File: src/rtl/cpu_pkg.sv
// Shared CPU constants, selection encoding and register-mask helpers
// used by the writeback arbiter and its load buffer.
package cpu_pkg;

    localparam int CPU_XLEN     = 32;
    localparam int REG_AW       = 5;
    localparam int NUM_REGS     = 1 << REG_AW;
    localparam int LB_DEPTH_DEF = 4;

    typedef enum logic [1:0] {
        SEL_NONE,
        SEL_ALU,
        SEL_LB
    } wb_sel_e;

    // One-hot mask for a destination register; x0 never maps to a bit.
    function automatic logic [NUM_REGS-1:0] reg_mask(input logic [REG_AW-1:0] rd);
        logic [NUM_REGS-1:0] m;
        m = '0;
        if (rd != '0) begin
            m[rd] = 1'b1;
        end
        return m;
    endfunction

    function automatic logic reg_writes(input logic [REG_AW-1:0] rd);
        return rd != '0;
    endfunction

endpackage

File: src/rtl/wb_arbiter_if.sv
// Writeback bus: ALU and load result handshakes, load-issue marking,
// scoreboard queries and the register-file write port.
interface wb_arbiter_if #(
    parameter int XLEN = cpu_pkg::CPU_XLEN
);
    import cpu_pkg::*;

    logic              alu_valid;
    logic              alu_ready;
    logic [REG_AW-1:0] alu_rd;
    logic [XLEN-1:0]   alu_data;

    logic              lsu_valid;
    logic              lsu_ready;
    logic [REG_AW-1:0] lsu_rd;
    logic [XLEN-1:0]   lsu_data;

    logic              iss_valid;
    logic [REG_AW-1:0] iss_rd;

    logic [REG_AW-1:0] rs1_addr;
    logic [REG_AW-1:0] rs2_addr;
    logic              rs1_busy;
    logic              rs2_busy;

    logic              rd_we;
    logic [REG_AW-1:0] rd_addr;
    logic [XLEN-1:0]   rd_wdata;

    modport slave (
        input  alu_valid, alu_rd, alu_data,
        input  lsu_valid, lsu_rd, lsu_data,
        input  iss_valid, iss_rd,
        input  rs1_addr, rs2_addr,
        output alu_ready, lsu_ready,
        output rs1_busy, rs2_busy,
        output rd_we, rd_addr, rd_wdata
    );

    modport master (
        output alu_valid, alu_rd, alu_data,
        output lsu_valid, lsu_rd, lsu_data,
        output iss_valid, iss_rd,
        output rs1_addr, rs2_addr,
        input  alu_ready, lsu_ready,
        input  rs1_busy, rs2_busy,
        input  rd_we, rd_addr, rd_wdata
    );

endinterface

File: src/rtl/wb_fifo.sv
// Load-result buffer: power-of-two FIFO with wrapping pointers and a
// count one bit wider than the pointers so full and empty stay distinct.
module wb_fifo #(
    parameter int WIDTH = 37,
    parameter int DEPTH = 4
) (
    input  logic             clk,
    input  logic             rst,
    input  logic             push_i,
    input  logic [WIDTH-1:0] push_data_i,
    input  logic             pop_i,
    output logic [WIDTH-1:0] pop_data_o,
    output logic             full_o,
    output logic             empty_o
);
    localparam int AW = $clog2(DEPTH);

    logic [WIDTH-1:0] mem_q [DEPTH];
    logic [AW-1:0]    wptr_q, wptr_d;
    logic [AW-1:0]    rptr_q, rptr_d;
    logic [AW:0]      count_q, count_d;
    logic             do_push, do_pop;

    assign full_o     = (count_q == (AW+1)'(DEPTH));
    assign empty_o    = (count_q == '0);
    assign pop_data_o = mem_q[rptr_q];

    // A pop in the same cycle frees the slot, so a push is legal even when full.
    assign do_pop  = pop_i && !empty_o;
    assign do_push = push_i && (!full_o || do_pop);

    always_comb begin
        wptr_d  = wptr_q;
        rptr_d  = rptr_q;
        count_d = count_q;
        if (do_push) begin
            wptr_d = wptr_q + AW'(1);
        end
        if (do_pop) begin
            rptr_d = rptr_q + AW'(1);
        end
        if (do_push && !do_pop) begin
            count_d = count_q + (AW+1)'(1);
        end else if (do_pop && !do_push) begin
            count_d = count_q - (AW+1)'(1);
        end
    end

    always_ff @(posedge clk or negedge rst) begin
        if (!rst) begin
            wptr_q  <= '0;
            rptr_q  <= '0;
            count_q <= '0;
        end else begin
            wptr_q  <= wptr_d;
            rptr_q  <= rptr_d;
            count_q <= count_d;
        end
    end

    always_ff @(posedge clk) begin
        if (do_push) begin
            mem_q[wptr_q] <= push_data_i;
        end
    end

endmodule

File: src/rtl/wb_arbiter.sv
// Writeback arbiter: merges ALU results and buffered load results onto the
// single register-file write port and tracks pending loads in a scoreboard.
module wb_arbiter
    import cpu_pkg::*;
#(
    parameter int XLEN     = CPU_XLEN,
    parameter int LB_DEPTH = LB_DEPTH_DEF
) (
    input  logic        clk,
    input  logic        rst,
    wb_arbiter_if.slave bus
);
    localparam int EW = REG_AW + XLEN;

    logic                lb_push;
    logic                lb_pop;
    logic                lb_full;
    logic                lb_empty;
    logic [EW-1:0]       lb_head;
    logic [REG_AW-1:0]   head_rd;
    logic [XLEN-1:0]     head_data;

    wb_sel_e             sel;
    logic [REG_AW-1:0]   sel_rd;
    logic [XLEN-1:0]     sel_data;

    logic                rd_we_q, rd_we_d;
    logic [REG_AW-1:0]   rd_addr_q, rd_addr_d;
    logic [XLEN-1:0]     rd_wdata_q, rd_wdata_d;

    logic [NUM_REGS-1:0] busy_q, busy_d;
    logic [NUM_REGS-1:0] set_mask, clr_mask;

    wb_fifo #(
        .WIDTH (EW),
        .DEPTH (LB_DEPTH)
    ) u_lb (
        .clk         (clk),
        .rst         (rst),
        .push_i      (lb_push),
        .push_data_i ({bus.lsu_rd, bus.lsu_data}),
        .pop_i       (lb_pop),
        .pop_data_o  (lb_head),
        .full_o      (lb_full),
        .empty_o     (lb_empty)
    );

    assign head_rd   = lb_head[XLEN +: REG_AW];
    assign head_data = lb_head[XLEN-1:0];

    assign bus.lsu_ready = !lb_full;
    assign bus.alu_ready = !lb_full;
    assign lb_push       = bus.lsu_valid && !lb_full;

    // A full buffer must drain before the ALU may use the port again.
    always_comb begin
        sel = SEL_NONE;
        if (lb_full) begin
            sel = SEL_LB;
        end else if (bus.alu_valid) begin
            sel = SEL_ALU;
        end else if (!lb_empty) begin
            sel = SEL_LB;
        end
    end

    assign lb_pop = (sel == SEL_LB);

    always_comb begin
        sel_rd   = '0;
        sel_data = '0;
        case (sel)
            SEL_ALU: begin
                sel_rd   = bus.alu_rd;
                sel_data = bus.alu_data;
            end
            SEL_LB: begin
                sel_rd   = head_rd;
                sel_data = head_data;
            end
            default: begin
                sel_rd   = '0;
                sel_data = '0;
            end
        endcase
    end

    // Address and data hold between writes; only the enable pulses.
    always_comb begin
        rd_we_d    = 1'b0;
        rd_addr_d  = rd_addr_q;
        rd_wdata_d = rd_wdata_q;
        if (sel != SEL_NONE) begin
            rd_we_d    = reg_writes(sel_rd);
            rd_addr_d  = sel_rd;
            rd_wdata_d = sel_data;
        end
    end

    always_ff @(posedge clk or negedge rst) begin
        if (!rst) begin
            rd_we_q    <= 1'b0;
            rd_addr_q  <= '0;
            rd_wdata_q <= '0;
        end else begin
            rd_we_q    <= rd_we_d;
            rd_addr_q  <= rd_addr_d;
            rd_wdata_q <= rd_wdata_d;
        end
    end

    assign bus.rd_we    = rd_we_q;
    assign bus.rd_addr  = rd_addr_q;
    assign bus.rd_wdata = rd_wdata_q;

    // A new issue to a register wins over the pop of its previous load.
    assign set_mask = bus.iss_valid ? reg_mask(bus.iss_rd) : '0;
    assign clr_mask = lb_pop ? reg_mask(head_rd) : '0;
    assign busy_d   = (busy_q & ~clr_mask) | set_mask;

    always_ff @(posedge clk or negedge rst) begin
        if (!rst) begin
            busy_q <= '0;
        end else begin
            busy_q <= busy_d;
        end
    end

    assign bus.rs1_busy = (bus.rs1_addr != '0) && busy_q[bus.rs1_addr];
    assign bus.rs2_busy = (bus.rs2_addr != '0) && busy_q[bus.rs2_addr];

endmodule
File: src/flat_wrapper.sv
// flat-port wrapper written by rule: the top's interface ports become plain ports
module wb_arbiter_flat import cpu_pkg::*;
#(
    parameter int XLEN     = CPU_XLEN,
    parameter int LB_DEPTH = LB_DEPTH_DEF
)
  (clk, rst, bus_alu_valid, bus_alu_rd, bus_alu_data, bus_lsu_valid, bus_lsu_rd, bus_lsu_data, bus_iss_valid, bus_iss_rd, bus_rs1_addr, bus_rs2_addr, bus_alu_ready, bus_lsu_ready, bus_rs1_busy, bus_rs2_busy, bus_rd_we, bus_rd_addr, bus_rd_wdata);
  wb_arbiter_if #(.XLEN(XLEN)) bus_i ();
  input  logic clk;
  input  logic rst;
  input wire logic [$bits(bus_i.alu_valid)-1:0] bus_alu_valid;
  input wire logic [$bits(bus_i.alu_rd)-1:0] bus_alu_rd;
  input wire logic [$bits(bus_i.alu_data)-1:0] bus_alu_data;
  input wire logic [$bits(bus_i.lsu_valid)-1:0] bus_lsu_valid;
  input wire logic [$bits(bus_i.lsu_rd)-1:0] bus_lsu_rd;
  input wire logic [$bits(bus_i.lsu_data)-1:0] bus_lsu_data;
  input wire logic [$bits(bus_i.iss_valid)-1:0] bus_iss_valid;
  input wire logic [$bits(bus_i.iss_rd)-1:0] bus_iss_rd;
  input wire logic [$bits(bus_i.rs1_addr)-1:0] bus_rs1_addr;
  input wire logic [$bits(bus_i.rs2_addr)-1:0] bus_rs2_addr;
  output wire logic [$bits(bus_i.alu_ready)-1:0] bus_alu_ready;
  output wire logic [$bits(bus_i.lsu_ready)-1:0] bus_lsu_ready;
  output wire logic [$bits(bus_i.rs1_busy)-1:0] bus_rs1_busy;
  output wire logic [$bits(bus_i.rs2_busy)-1:0] bus_rs2_busy;
  output wire logic [$bits(bus_i.rd_we)-1:0] bus_rd_we;
  output wire logic [$bits(bus_i.rd_addr)-1:0] bus_rd_addr;
  output wire logic [$bits(bus_i.rd_wdata)-1:0] bus_rd_wdata;
  assign bus_i.alu_valid = bus_alu_valid;
  assign bus_i.alu_rd = bus_alu_rd;
  assign bus_i.alu_data = bus_alu_data;
  assign bus_i.lsu_valid = bus_lsu_valid;
  assign bus_i.lsu_rd = bus_lsu_rd;
  assign bus_i.lsu_data = bus_lsu_data;
  assign bus_i.iss_valid = bus_iss_valid;
  assign bus_i.iss_rd = bus_iss_rd;
  assign bus_i.rs1_addr = bus_rs1_addr;
  assign bus_i.rs2_addr = bus_rs2_addr;
  assign bus_alu_ready = bus_i.alu_ready;
  assign bus_lsu_ready = bus_i.lsu_ready;
  assign bus_rs1_busy = bus_i.rs1_busy;
  assign bus_rs2_busy = bus_i.rs2_busy;
  assign bus_rd_we = bus_i.rd_we;
  assign bus_rd_addr = bus_i.rd_addr;
  assign bus_rd_wdata = bus_i.rd_wdata;
  wb_arbiter #(.XLEN(XLEN), .LB_DEPTH(LB_DEPTH)) u_core (.clk(clk), .rst(rst), .bus(bus_i));
endmodule
File: config.mk
export PLATFORM = sky130hd
export DESIGN_NAME = wb_arbiter_flat
export DESIGN_NICKNAME = d
export VERILOG_FILES = /design/src/rtl/cpu_pkg.sv /design/src/rtl/wb_arbiter_if.sv /design/src/rtl/wb_fifo.sv /design/src/rtl/wb_arbiter.sv /design/src/flat_wrapper.sv
export SDC_FILE = /design/constraint.sdc
export NUM_CORES = 1
export LEC_CHECK = 0
export BUFFER_PORTS_ARGS = -buffer_cell sky130_fd_sc_hd__buf_2
export CAP_MARGIN = 0
export CORE_MARGIN = 2
export CORE_UTILIZATION = 60
export CTS_CLUSTER_SIZE = 12
export DETAILED_ROUTE_END_ITERATION = 10
export GPL_TIMING_DRIVEN = 0
export PLACE_DENSITY_LB_ADDON = 0.05
export SYNTH_ARGS = -nofsm -noshare
export SYNTH_HDL_FRONTEND = slang
export SYNTH_HIERARCHICAL = 1
export SYNTH_SLANG_ARGS = --single-unit
export TNS_END_PERCENT = 10
File: constraint.sdc
create_clock -name clk -period 5.9 [get_ports clk]
set_input_delay 1.18 -clock clk [delete_from_list [all_inputs] [get_ports clk]]
set_output_delay 1.18 -clock clk [all_outputs]
set_load 0.01 [all_outputs]
==> summary.txt, run 1 <==
Status
  • Outcome: finished, final reports clean

Yosys
  • EDFF count, synth: ~150
  • Seq/Total Area, Yosys: 0.6772
  • Simple-gate share of the synthesized area: 0.06131
  • Avg Inst Size Synth: 15.52 sq um
  • Post-synthesis cell count: 606
  • Main synth FF type: edfxtp_1
  • Top area cells in the synthesized netlist: edfxtp_1 (47%), dfrtp_1 (20%), mux4_2 (10%)
  • Post-Synth Adder-Cell Area: 0.008778
  • Main combinational cell family by area after synthesis: multiplexers
  • Compound-cell area share of the yosys netlist: 0.09735
  • Ys async rst share: 0.3422
  • Net count after synthesis: 706
  • Synth top area share: 0.4724
  • Yosys top cell by area: edfxtp_1
  • Seq cells post-synth: 225
  • Ys Warns: 6
  • Cell Area, Synth: 9408 sq um
  • Post-synthesis mux area share: 0.1237
  • Post-synthesis xor/xnor area fraction: 0.005586
  • Yosys cell types: 49

Clock tree
  • CTS tree: yes
  • Clk slew on worst S/H paths: 60 ps
  • CTS Hold Bufs: 0
  • Root buf cell: clkbuf_16
  • Clock latency on the worst-skew pair: roughly 500 ps
  • Clk sinks: 225
  • Total CTS buffers: 23
  • CTS H-tree lvls: 1
  • Post-CTS setup buffer count: 0
  • Cts repair resizes: 0
  • CTS Buffer Depth: 3

Floorplan
  • # rows: 45
  • Die height: 129.2 um
  • CORE AREA: 15260 sq um
  • Die width: 129.2 um
  • DIE AREA: 16700 sq um
  • Initial Util: 0.6166
  • Num ports: around 140

Power and ir drop
  • Comb power frac: 0.324
  • P_int: ~0.0037 W
  • Sw frac: 0.3252
  • VDD IR max: 0.0003179 V
  • Switch Pwr: 0.001793 W
  • Seq pwr share: 0.440
  • Clk pwr share: 0.236
  • Pwr/cell area: 496.1 nW/um^2
  • LEAKAGE: 4.184 nW

Global route
  • Vias in the first global route: 6383
  • First-pass GRT wire length: 33380 um
  • Largest net degree at the start of global routing: 42
  • Initial antenna violation count: 0
  • GR Overflow Total: 0
  • Total GRT Usage: 0.2651

Finish
  • Final Instance Count excl. Fillers: 994
  • Layout overhead on the synthesized area: 18.15%
  • Fin nets: 867
  • Most frequent cells in the layout: edfxtp_1 (148), buf_2 (140), dfrtp_1 (77)
  • Most common cell after layout, fill and taps aside: edfxtp_1
  • Fillers: 992
  • Fraction of layout instances using a drive strength above 1: 0.3027
  • Fin area: 11120 sq um
  • Diode count: 0

Place
  • HPWL Detailed: 14210 um
  • Post-place instance area: 10440 sq um
  • Port bufs: 131
  • GPL Wtd Cong: approximately 0.84
  • Cells after DPL: 953

STA
  • Final Hold Viols: 0
  • Relative slew slack: 0.5215
  • Crit path time final: 3657 ps
  • RSZ-0062 raised after global routing: false
  • Fmax: roughly 0.27 GHz
  • Max Transition Viols Final: 0
  • Fin crit share: 0.6198
  • Slew @ Worst Pin: 717.8 ps
  • Clock skew: 10.93 ps
  • Sum Neg Setup Slack: 0 ps
  • Endpoints failing setup: 0

Worst setup path
  • Cell Chain, Critical Path: buf_6 > mux2_1 > o311ai_1 > o22ai_1 > or3_1 > buf_2
  • Setup CP Type: input port to output pin
  • WP data arrival: roughly 2500 ps
  • WP data required: 4720 ps
  • Critical Path End Type: output pin
  • CP max stage cell: mux2_1
  • Slowest Stage Delay on Critical Path: 320 ps
  • Largest fanout on the critical path: 7
  • CP Launch Type: input port
  • Reg2Reg Depth: 12

Drt
  • WL per Instance: between 20 and 25 um
  • DRC Markers: 0
  • Routed vias/inst: 6.054
  • Overall routed net length: 21130 um
  • Pre-antenna DRT Iters: 5
  • Final antenna-violating net count: 0
  • Vias: 6018
  • Initial drt markers: 477

Hold path
  • Hold depth: 1
  • Worst Hold Class: flip-flop to flip-flop

Flow run
  • Maximum Capacitance Violations: 0
final timing paths:
kind | from | endpoint | slack (ps)
max in group asynchronous | rst | u_core/busy_q[2] | 4610
setup reg to reg | u_core/u_lb/count_q[0] | u_core/u_lb/count_q[2] | 2520
setup / recovery | bus_rs2_addr[1] | bus_rs2_busy | 2240
hold reg to reg | u_core/busy_q[0] | u_core/busy_q[0] | 460
min in group asynchronous | rst | u_core/bus.rd_wdata[24] | 670
hold / removal | u_core/busy_q[0] | u_core/busy_q[0] | 460
registers in the layout, summed over array words and instances, names as in the netlist:
signal               cells
u_core/u_lb/wptr_q       2
u_core/u_lb/mem_q      148
u_core/bus.rd_wdata     32
u_core/bus.rd_addr       5
u_core/bus.rd_we         1
u_core/u_lb/count_q      3
u_core/busy_q           32
u_core/u_lb/rptr_q       2
worst max-delay path, delay by kind of cell:
family / cells / cell delay, ps
buffers and inverters: 2 / 260
muxes: 1 / 320
and+or+nand+nor: 1 / 300
AOI/OAI and AO/OA: 2 / 410
routing by layer:
metal / vias to the layer above / track usage / share of wire
met5: - / 0 / 0
met4: 0 / 0.09591 / 0.025
met3: 39 / 0.04872 / 0.061
met2: 250 / 0.4632 / 0.53
met1: 3042 / 0.3360 / 0.39
li1: 2687 / - / -
Yosys cell counts (all sizes together) (5+ instances only):
library cell and instances:
buf 21, nand3 11, or3b 5, nand2 41
nand3b 18, edfxtp 148, mux4 42, ha 5
dfrtp 77, a22oi 37, mux2 6, o21ai 103
inv 6, clkbuf 19, mux2i 15
stage by stage:
| step | power (W) | hold WS, ps | setup WS, ps | utilization |
|---|---|---|---|---|
| final | 0.005514 | 461.9 | 2243 | 0.7285 |
| after global routing | 0.005819 | 495.4 | 2169 | 0.7285 |
| after CTS | 0.005553 | 463.8 | 2246 | 0.7285 |
| after detailed placement | 0.004236 | 450.3 | 1990 | 0.6839 |
| after global placement | 0.004129 | 448.1 | 1162 | 0.6768 |
| after floorplan | 0.003570 | 425.3 | 2386 | - |
logic make-up (layout without fill, tap and decap cells):
kind of cell / after synthesis / after routing
AOI/OAI and AO/OA: 155 / 155
xor gates and xnor gates: 6 / 6
adders and majority gates: 6 / 6
buffers and inverters: 47 / 224
DFF: 225 / 225
muxes: 63 / 63
and+or+nand+nor: 104 / 104
power by group through the flow:
stage / logic [W] / clock network, W / registers (W)
global route: 0.00196 / 0.00139 / 0.00247
global placement: 0.00170 / 0 / 0.00243
CTS: 0.00180 / 0.00133 / 0.00242
floorplan: 0.00113 / 0 / 0.00244
detailed placement: 0.00179 / 0 / 0.00245
finish: 0.00179 / 0.00130 / 0.00243
cell type report:
class	count	area [sq um]	area share
sequential	225	6371	0.5732
multi-input combinational	334	2796	0.2516
timing repair buffer	136	758.2	0.06821
clock buffer	38	661.9	0.05955
tap	211	264.0	0.02375
buffer	40	219.0	0.01970
inverter	7	26.28	0.002364
clock inverter	3	18.77	0.001688
No activity file was read; power rests on OpenSTA's default activity.
==> run 2: changes to the inputs <==
--- a/config.mk
+++ b/config.mk
@@ -5,10 +5,11 @@
 export SDC_FILE = /design/constraint.sdc
 export NUM_CORES = 1
 export LEC_CHECK = 0
+export ABC_AREA = 1
 export BUFFER_PORTS_ARGS = -buffer_cell sky130_fd_sc_hd__buf_2
 export CAP_MARGIN = 0
 export CORE_MARGIN = 2
-export CORE_UTILIZATION = 60
+export CORE_UTILIZATION = 58
 export CTS_CLUSTER_SIZE = 12
 export DETAILED_ROUTE_END_ITERATION = 10
 export GPL_TIMING_DRIVEN = 0
==> constraint.sdc (replaced) <==
create_clock -name clk -period 3.8 [get_ports clk]
set_input_delay 0.76 -clock clk [delete_from_list [all_inputs] [get_ports clk]]
set_output_delay 0.76 -clock clk [all_outputs]
set_load 0.01 [all_outputs]
==> summary.txt, run 2 <==
Status
  • Outcome: finished, final reports clean

Yosys
  • Seq/Total Area, Yosys: 0.6399 (-0.03736)
  • Post-synthesis cell count: 957 (+58%)
  • Main synth FF type: edfxtp_1
  • Ys async rst share: 0.3422 (unchanged)
  • Cell Area, Synth: 9957 sq um (+5.8%)
  • Net count after synthesis: 1057 (+50%)
  • Count leader, synth: nand2_1
  • Yosys cell types: 31 (-37%)
  • EDFF count, synth: 148 (unchanged)
  • Seq cells post-synth: 225 (unchanged)
  • Synth top area share: 0.4463 (-0.02606)
  • Avg Inst Size Synth: 10.40 sq um (-33%)
  • Yosys top cell by area: edfxtp_1
  • Top area cells in the synthesized netlist: edfxtp_1 (45%), dfrtp_1 (19%), nand2_1 (7.3%)
  • Ys Warns: 6 (unchanged)
  • Commonest cells in the synthesized netlist: nand2_1 (193), edfxtp_1 (148), nor2_1 (123), o21ai_1 (88), o21ai_0 (85)

STA
  • Relative slew slack: 0.4671 (-0.05438)
  • RSZ-0062 raised after global routing: false
  • Fmax: 0.3008 GHz
  • Min Hold Slack: 123.4 ps (-338.6 ps)
  • Crit path time final: between 3000 and 4000 ps
  • Endpoints failing setup: 0 (unchanged)
  • Final Hold Viols: 0 (unchanged)
  • Clock skew: 11.98 ps (+1.049 ps)
  • Max Transition Viols Final: 0 (unchanged)
  • Slew @ Worst Pin: 797.4 ps (+79.67 ps)
  • Fin crit share: 0.8750
  • Sum Neg Setup Slack: 0 ps (unchanged)

Clock tree
  • CTS Hold Bufs: 0 (unchanged)
  • CTS Buffer Depth: 3 (unchanged)
  • Root buf cell: clkbuf_16
  • Clk slew on worst S/H paths: 60 ps (about the same)
  • CTS tree: yes
  • Total CTS buffers: 23 (unchanged)
  • CTS H-tree lvls: 1 (unchanged)
  • Cts repair resizes: 0 (unchanged)
  • Clk sinks: 225 (unchanged)
  • Clock latency on the worst-skew pair: 510 ps (about the same)
  • Post-CTS setup buffer count: 0 (unchanged)

Power and ir drop
  • Switch Pwr: 0.003523 W (+97%)
  • Clk pwr share: 0.221 (-0.015)
  • Pwr Total: 0.009291 W (+68%)
  • P_int: 0.005767 W (+55%)
  • Pwr/cell area: 793.1 nW/um^2 (+60%)
  • Comb power frac: 0.382 (+0.058)
  • Sw frac: 0.3792 (+0.05407)
  • LEAKAGE: 4.981 nW (+19%)
  • Seq pwr share: 0.397 (-0.043)
  • VDD IR max: 0.0004990 V (+57%)

Floorplan
  • CORE AREA: 16700 sq um (+9.5%)
  • Die height: 135.0 um (+4.5%)
  • DIE AREA: 18230 sq um (+9.2%)
  • # rows: 47 (+4.4%)
  • Num ports: 136 (unchanged)
  • Initial Util: 0.5962 (-0.02037)
  • Die width: 135.0 um (+4.5%)

Place
  • HPWL Detailed: 16510 um (+16%)
  • Port bufs: 131 (unchanged)
  • Cells after DPL: 1313 (+38%)
  • GPL Wtd Cong: 0.8371 (+0.14%)

Finish
  • Fillers: 1254 (+26%)
  • Layout overhead on the synthesized area: 17.64%
  • Largest register FFs: 148 (unchanged)
  • Fraction of layout instances using a drive strength above 1: 0.2092 (-0.09350)
  • Final Instance Count excl. Fillers: 1354 (+36%)
  • Most frequent cells in the layout: nand2_1 (193), edfxtp_1 (148), buf_2 (142)
  • Most common cell after layout, fill and taps aside: nand2_1
  • Biggest register: u_core/u_lb/mem_q
  • Fin nets: 1218 (+40%)

Drt
  • Final antenna-violating net count: 0 (unchanged)
  • Routed vias/inst: 5.632 (-7.0%)
  • WL per Instance: 18.47 um (-13%)
  • Pre-antenna DRT Iters: 7 (+2)
  • Overall routed net length: 25020 um (+18%)
  • DRC Markers: 0 (unchanged)
  • Vias: 7626 (+27%)
  • Initial drt markers: 704 (+48%)

Hold path
  • Worst Hold Class: input port to async pin

Worst setup path
  • Cell Chain, Critical Path: nor3_1 > inv_2 > nand2_4 > nand2_2 > inv_2 > buf_6 > buf_4 > inv_1 > nand3_1 > nand2_1 > nor2_4 > buf_16
  • WP data required: 4010 ps (-710 ps)
  • Setup CP Type: flip-flop to flip-flop
  • Critical Path End Type: flip-flop
  • WP data arrival: 3530 ps (+1050 ps)
  • Largest fanout on the critical path: 22 (+15)
  • CP Launch Type: flip-flop
  • Slowest Stage Delay on Critical Path: 710 ps (+390 ps)
  • CP max stage cell: nor2_4
  • Most frequent CP cell: inv_2

Global route
  • First-pass GRT wire length: 38500 um (+15%)
  • Vias in the first global route: 7295 (+14%)
  • Total GRT Usage: 0.2757 (+0.01058)
  • GR Overflow Total: 0 (unchanged)
  • Initial antenna violation count: 0 (unchanged)
  • Largest net degree at the start of global routing: 62 (+48%)

Flow run
  • Maximum Capacitance Violations: 0 (unchanged)
## run 2: changes by cell type after synthesis, sizes merged, moves of 18 or more
cell / previous run / this run
nand3: 11 / 76
inv: 6 / 71
nor2: 4 / 124
o21ai: 103 / 175
nand2: 41 / 196
mux4: 42 / 0
nand3b: 18 / 0
buf: 21 / 40
## run 2: power groups by stage
stage                     clock (W)  sequential [W]  combinational, W
after floorplan                   0         0.00377           0.00220
after global placement            0         0.00374           0.00334
after detailed placement          0         0.00372           0.00352
after CTS                   0.00208         0.00368           0.00354
after global routing        0.00219         0.00376           0.00391
final                       0.00206         0.00369           0.00355
## run 2: through the flow
stage / instance area (sq um) / utilization / worst slack (ps)
after global routing: 11710 / 0.7012 / 228.0
after detailed placement: 11040 / 0.6608 / 476.1
after global placement: 10890 / 0.6519 / -1520
final: 11710 / 0.7014 / 475.1
after CTS: 11710 / 0.7012 / 444.5
after floorplan: 9957 / - / 183.0
## run 2: cells by family (layout without fill, tap and decap cells)
kind of cell	after synthesis	in the layout	share of synthesized area
other cells	0	1	0
buf+inv	116	292	0.06622
simple gates	399	399	0.1639
compound gates	210	210	0.1209
fa+ha+maj	6	6	0.008294
flops	225	225	0.6399
xor+xnor	1	1	0.0008798
## run 2: final timing paths
kind	from	endpoint	slack [ps]	depth (start not counted)
worst min register to register	u_core/busy_q[0]	u_core/busy_q[0]	460	1
worst min-delay path	rst	u_core/bus.rd_wdata[16]	120	1
worst max register to register	u_core/u_lb/count_q[0]	u_core/u_lb/mem_q[3][35]	480	12
max in group asynchronous	rst	u_core/busy_q[10]	3070	2
min in group clk	u_core/busy_q[0]	u_core/busy_q[0]	460	1
worst max-delay path	u_core/u_lb/count_q[0]	u_core/u_lb/mem_q[3][35]	480	12
## run 2: layout make-up
| cell class | count | area (sq um) | area share |
|---|---|---|---|
| inverter | 71 | 279.0 | 0.02382 |
| buffer | 45 | 380.4 | 0.03247 |
| timing repair buffer | 136 | 773.2 | 0.06601 |
| antenna | 1 | 2.502 | 0.0002136 |
| tap | 220 | 275.3 | 0.02350 |
| multi-input combinational | 616 | 2957 | 0.2524 |
| clock buffer | 37 | 658.1 | 0.05618 |
| sequential | 225 | 6371 | 0.5439 |
| clock inverter | 3 | 17.52 | 0.001495 |
## run 2: routing by layer
metal | vias to the layer above | global-route usage | wire length [um]
met2 | 349 | 0.4509 | 11630
met1 | 3640 | 0.3877 | 10590
li1 | 3601 | - | -
met5 | - | 0 | 0
met3 | 36 | 0.04917 | 2321
met4 | 0 | 0.07176 | 482
## run 2: critical path: cells and delay by family (launching register included)
family,cells,cell delay (ps)
simple gates,6,1620
buf+inv,6,920
flops,1,440
==> run 3: changes to the inputs <==
==> constraint.sdc (replaced) <==
create_clock -name clk -period 3.8 [get_ports clk]
set_input_delay 0.19 -clock clk [delete_from_list [all_inputs] [get_ports clk]]
set_output_delay 0.19 -clock clk [all_outputs]
set_load 0.01 [all_outputs]
==> summary.txt, run 3 (synthesis results as in run 2) <==
Status
  • Outcome: finished, final reports clean

Clock tree
  • CTS tree: yes
  • CTS Buffer Depth: 3 (unchanged)
  • Total CTS buffers: 23 (unchanged)
  • Clk sinks: 225 (unchanged)
  • Root buf cell: clkbuf_16
  • Clk slew on worst S/H paths: 60 ps (about the same)
  • Clock latency on the worst-skew pair: 510 ps (about the same)
  • CTS H-tree lvls: 1 (unchanged)

Hold path
  • Worst Hold Class: input port to flip-flop
  • Hold depth: 3

Power and ir drop
  • Sw frac: 0.3801 (+0.0008624)
  • VDD IR max: 0.0005053 V (+1.3%)
  • P_int: 0.005816 W (+0.85%)
  • LEAKAGE: 5.282 nW (+6.0%)
  • Pwr/cell area: 754.7 nW/um^2 (-4.8%)
  • Clk pwr share: 0.219 (-0.002)
  • Comb power frac: 0.387 (+0.005)
  • Seq pwr share: 0.394 (-0.003)
  • Switch Pwr: 0.003566 W (+1.2%)

Place
  • GPL Wtd Cong: 0.8371 (unchanged)
  • Port bufs: 131 (unchanged)
  • Cells after DPL: 1313 (unchanged)
  • Pre-CTS WS: 480.2 ps (+4.141 ps)
  • HPWL Detailed: 16510 um (unchanged)

Drt
  • WL per Instance: 18.33 um (-0.78%)
  • Routed vias/inst: 5.580 (-0.92%)
  • Pre-antenna DRT Iters: 5 (-2)
  • Vias: 7952 (+4.3%)
  • Initial drt markers: 653 (-7.2%)
  • Overall routed net length: 26120 um (+4.4%)
  • DRC Markers: 0 (unchanged)
  • Final antenna-violating net count: 0 (unchanged)

Global route
  • Largest net degree at the start of global routing: 62 (unchanged)
  • Initial antenna violation count: 0 (unchanged)
  • Total GRT Usage: 0.2886 (+0.01294)
  • GR Overflow Total: 0 (unchanged)
  • Vias in the first global route: 7764 (+6.4%)
  • First-pass GRT wire length: 40370 um (+4.8%)

Finish
  • Largest register FFs: 148 (unchanged)
  • Most common cell after layout, fill and taps aside: nand2_1
  • Most frequent cells in the layout: nand2_1 (193), edfxtp_1 (148), buf_2 (142)
  • Reg area: 6371 sq um (unchanged)
  • Final Instance Count excl. Fillers: 1425 (+5.2%)
  • Fraction of layout instances using a drive strength above 1: 0.1967 (-0.01250)
  • Area of the multi-input gates: 2957 sq um (unchanged)
  • Fin nets: 1290 (+5.9%)
  • Fillers: 1162 (-7.3%)
  • Diode count: 0 (-1)
  • Biggest register: u_core/u_lb/mem_q
  • Layout overhead on the synthesized area: 24.86%

Floorplan
  • CORE AREA: 16700 sq um (unchanged)
  • Die height: 135.0 um (unchanged)
  • Num ports: 136 (unchanged)
  • Initial Util: 0.5962 (unchanged)
  • Die width: 135.0 um (unchanged)
  • DIE AREA: 18230 sq um (unchanged)
  • # rows: 47 (unchanged)

Flow run
  • Maximum Capacitance Violations: 0 (unchanged)

STA
  • Fin crit share: 0.8796 (+0.004664)
  • Crit path time final: 3343 ps (+17.72 ps)
  • RSZ-0062 raised after global routing: false
  • Fmax: 0.2992 GHz (-0.53%)
  • Clock skew: 11.80 ps (-0.1772 ps)
  • Final Hold Viols: 0 (unchanged)
  • Max Transition Viols Final: 0 (unchanged)
  • Min Hold Slack: 51.67 ps (-71.71 ps)
  • Relative slew slack: 0.4559 (-0.01124)
  • Slew @ Worst Pin: 814.3 ps (+16.82 ps)
  • Setup slack after layout: 457.4 ps (-17.72 ps)
  • Endpoints failing setup: 0 (unchanged)

Worst setup path
  • CP Launch Type: flip-flop
  • WP data required: 4000 ps (about the same)
  • Critical Path End Type: flip-flop
  • Reg2Reg Depth: 12 (unchanged)
  • Largest fanout on the critical path: 22 (unchanged)
  • WP data arrival: 3540 ps (about the same)
  • Setup CP Type: flip-flop to flip-flop
run 3: changes by cell type in the layout (fill, tap and decap cells not counted):
| cell | before | now |
|---|---|---|
| dlygate4sd3_1 | 0 | 72 |
| diode_2 | 1 | 0 |
run 3: stage by stage:
step           power (W)    util  instance area (sq um)  TNS [ps]
2_1_floorplan   0.005969       -                   9957         0
3_3_place_gp    0.007083  0.6519                  10890   -208840
3_5_place_dp    0.007236  0.6608                  11040         0
4_1_cts         0.009358  0.7444                  12430         0
5_1_grt         0.009939  0.7444                  12430         0
6_report        0.009382  0.7444                  12430         0
run 3: per-layer routing:
metal | share of wire | global-route usage | vias up
met5 | 0 | 0 | -
met2 | 0.48 | 0.4836 | 337
met3 | 0.079 | 0.04167 | 38
met1 | 0.42 | 0.3978 | 3835
li1 | - | - | 3742
met4 | 0.020 | 0.08507 | 0
run 3: cell type report:
cell class | count | share of cell area
Sequential cell | 225 | 0.5125
Tap cell | 220 | 0.02214
Clock inverter | 3 | 0.001409
Buffer | 45 | 0.03060
Inverter | 71 | 0.02244
Multi-Input combinational cell | 616 | 0.2378
Clock buffer | 37 | 0.05294
Timing Repair Buffer | 208 | 0.1202
run 3: worst paths after layout:
| path | slack (ps) | endpoint | startpoint |
|---|---|---|---|
| worst max register to register | 460 | u_core/u_lb/mem_q[3][35] | u_core/u_lb/count_q[0] |
| worst min-delay path | 50 | u_core/bus.rd_addr[4] | bus_alu_rd[4] |
| worst max-delay path | 460 | u_core/u_lb/mem_q[3][35] | u_core/u_lb/count_q[0] |
| worst min register to register | 460 | u_core/busy_q[0] | u_core/busy_q[0] |
| min in group asynchronous | 110 | u_core/bus.rd_wdata[16] | rst |
| max in group asynchronous | 3070 | u_core/busy_q[3] | rst |
run 3: worst max-delay path, cell delays in order (launching register included):
cell and delay [ps]:
dfrtp_1 440, nor3_1 320, inv_2 150, nand2_4 100
nand2_2 80, inv_2 70, buf_6 160, buf_4 250
inv_1 60, nand3_1 120, nand2_1 290, nor2_4 720
buf_16 250
run 3: power by group through the flow:
stage | clock network (W) | registers [W] | logic (W)
2_1_floorplan | 0 | 0.00377 | 0.00220
3_3_place_gp | 0 | 0.00374 | 0.00334
3_5_place_dp | 0 | 0.00372 | 0.00352
4_1_cts | 0.00208 | 0.00368 | 0.00360
5_1_grt | 0.00218 | 0.00376 | 0.00399
6_report | 0.00206 | 0.00369 | 0.00363
run 3: what timing repair did:
| item | in CTS | in global routing |
|---|---|---|
| endpoints found under the hold margin | 259 | 0 |
| buffers inserted | 0 | 0 |
| hold buffers | 72 | 0 |
| resized for setup | 0 | 0 |
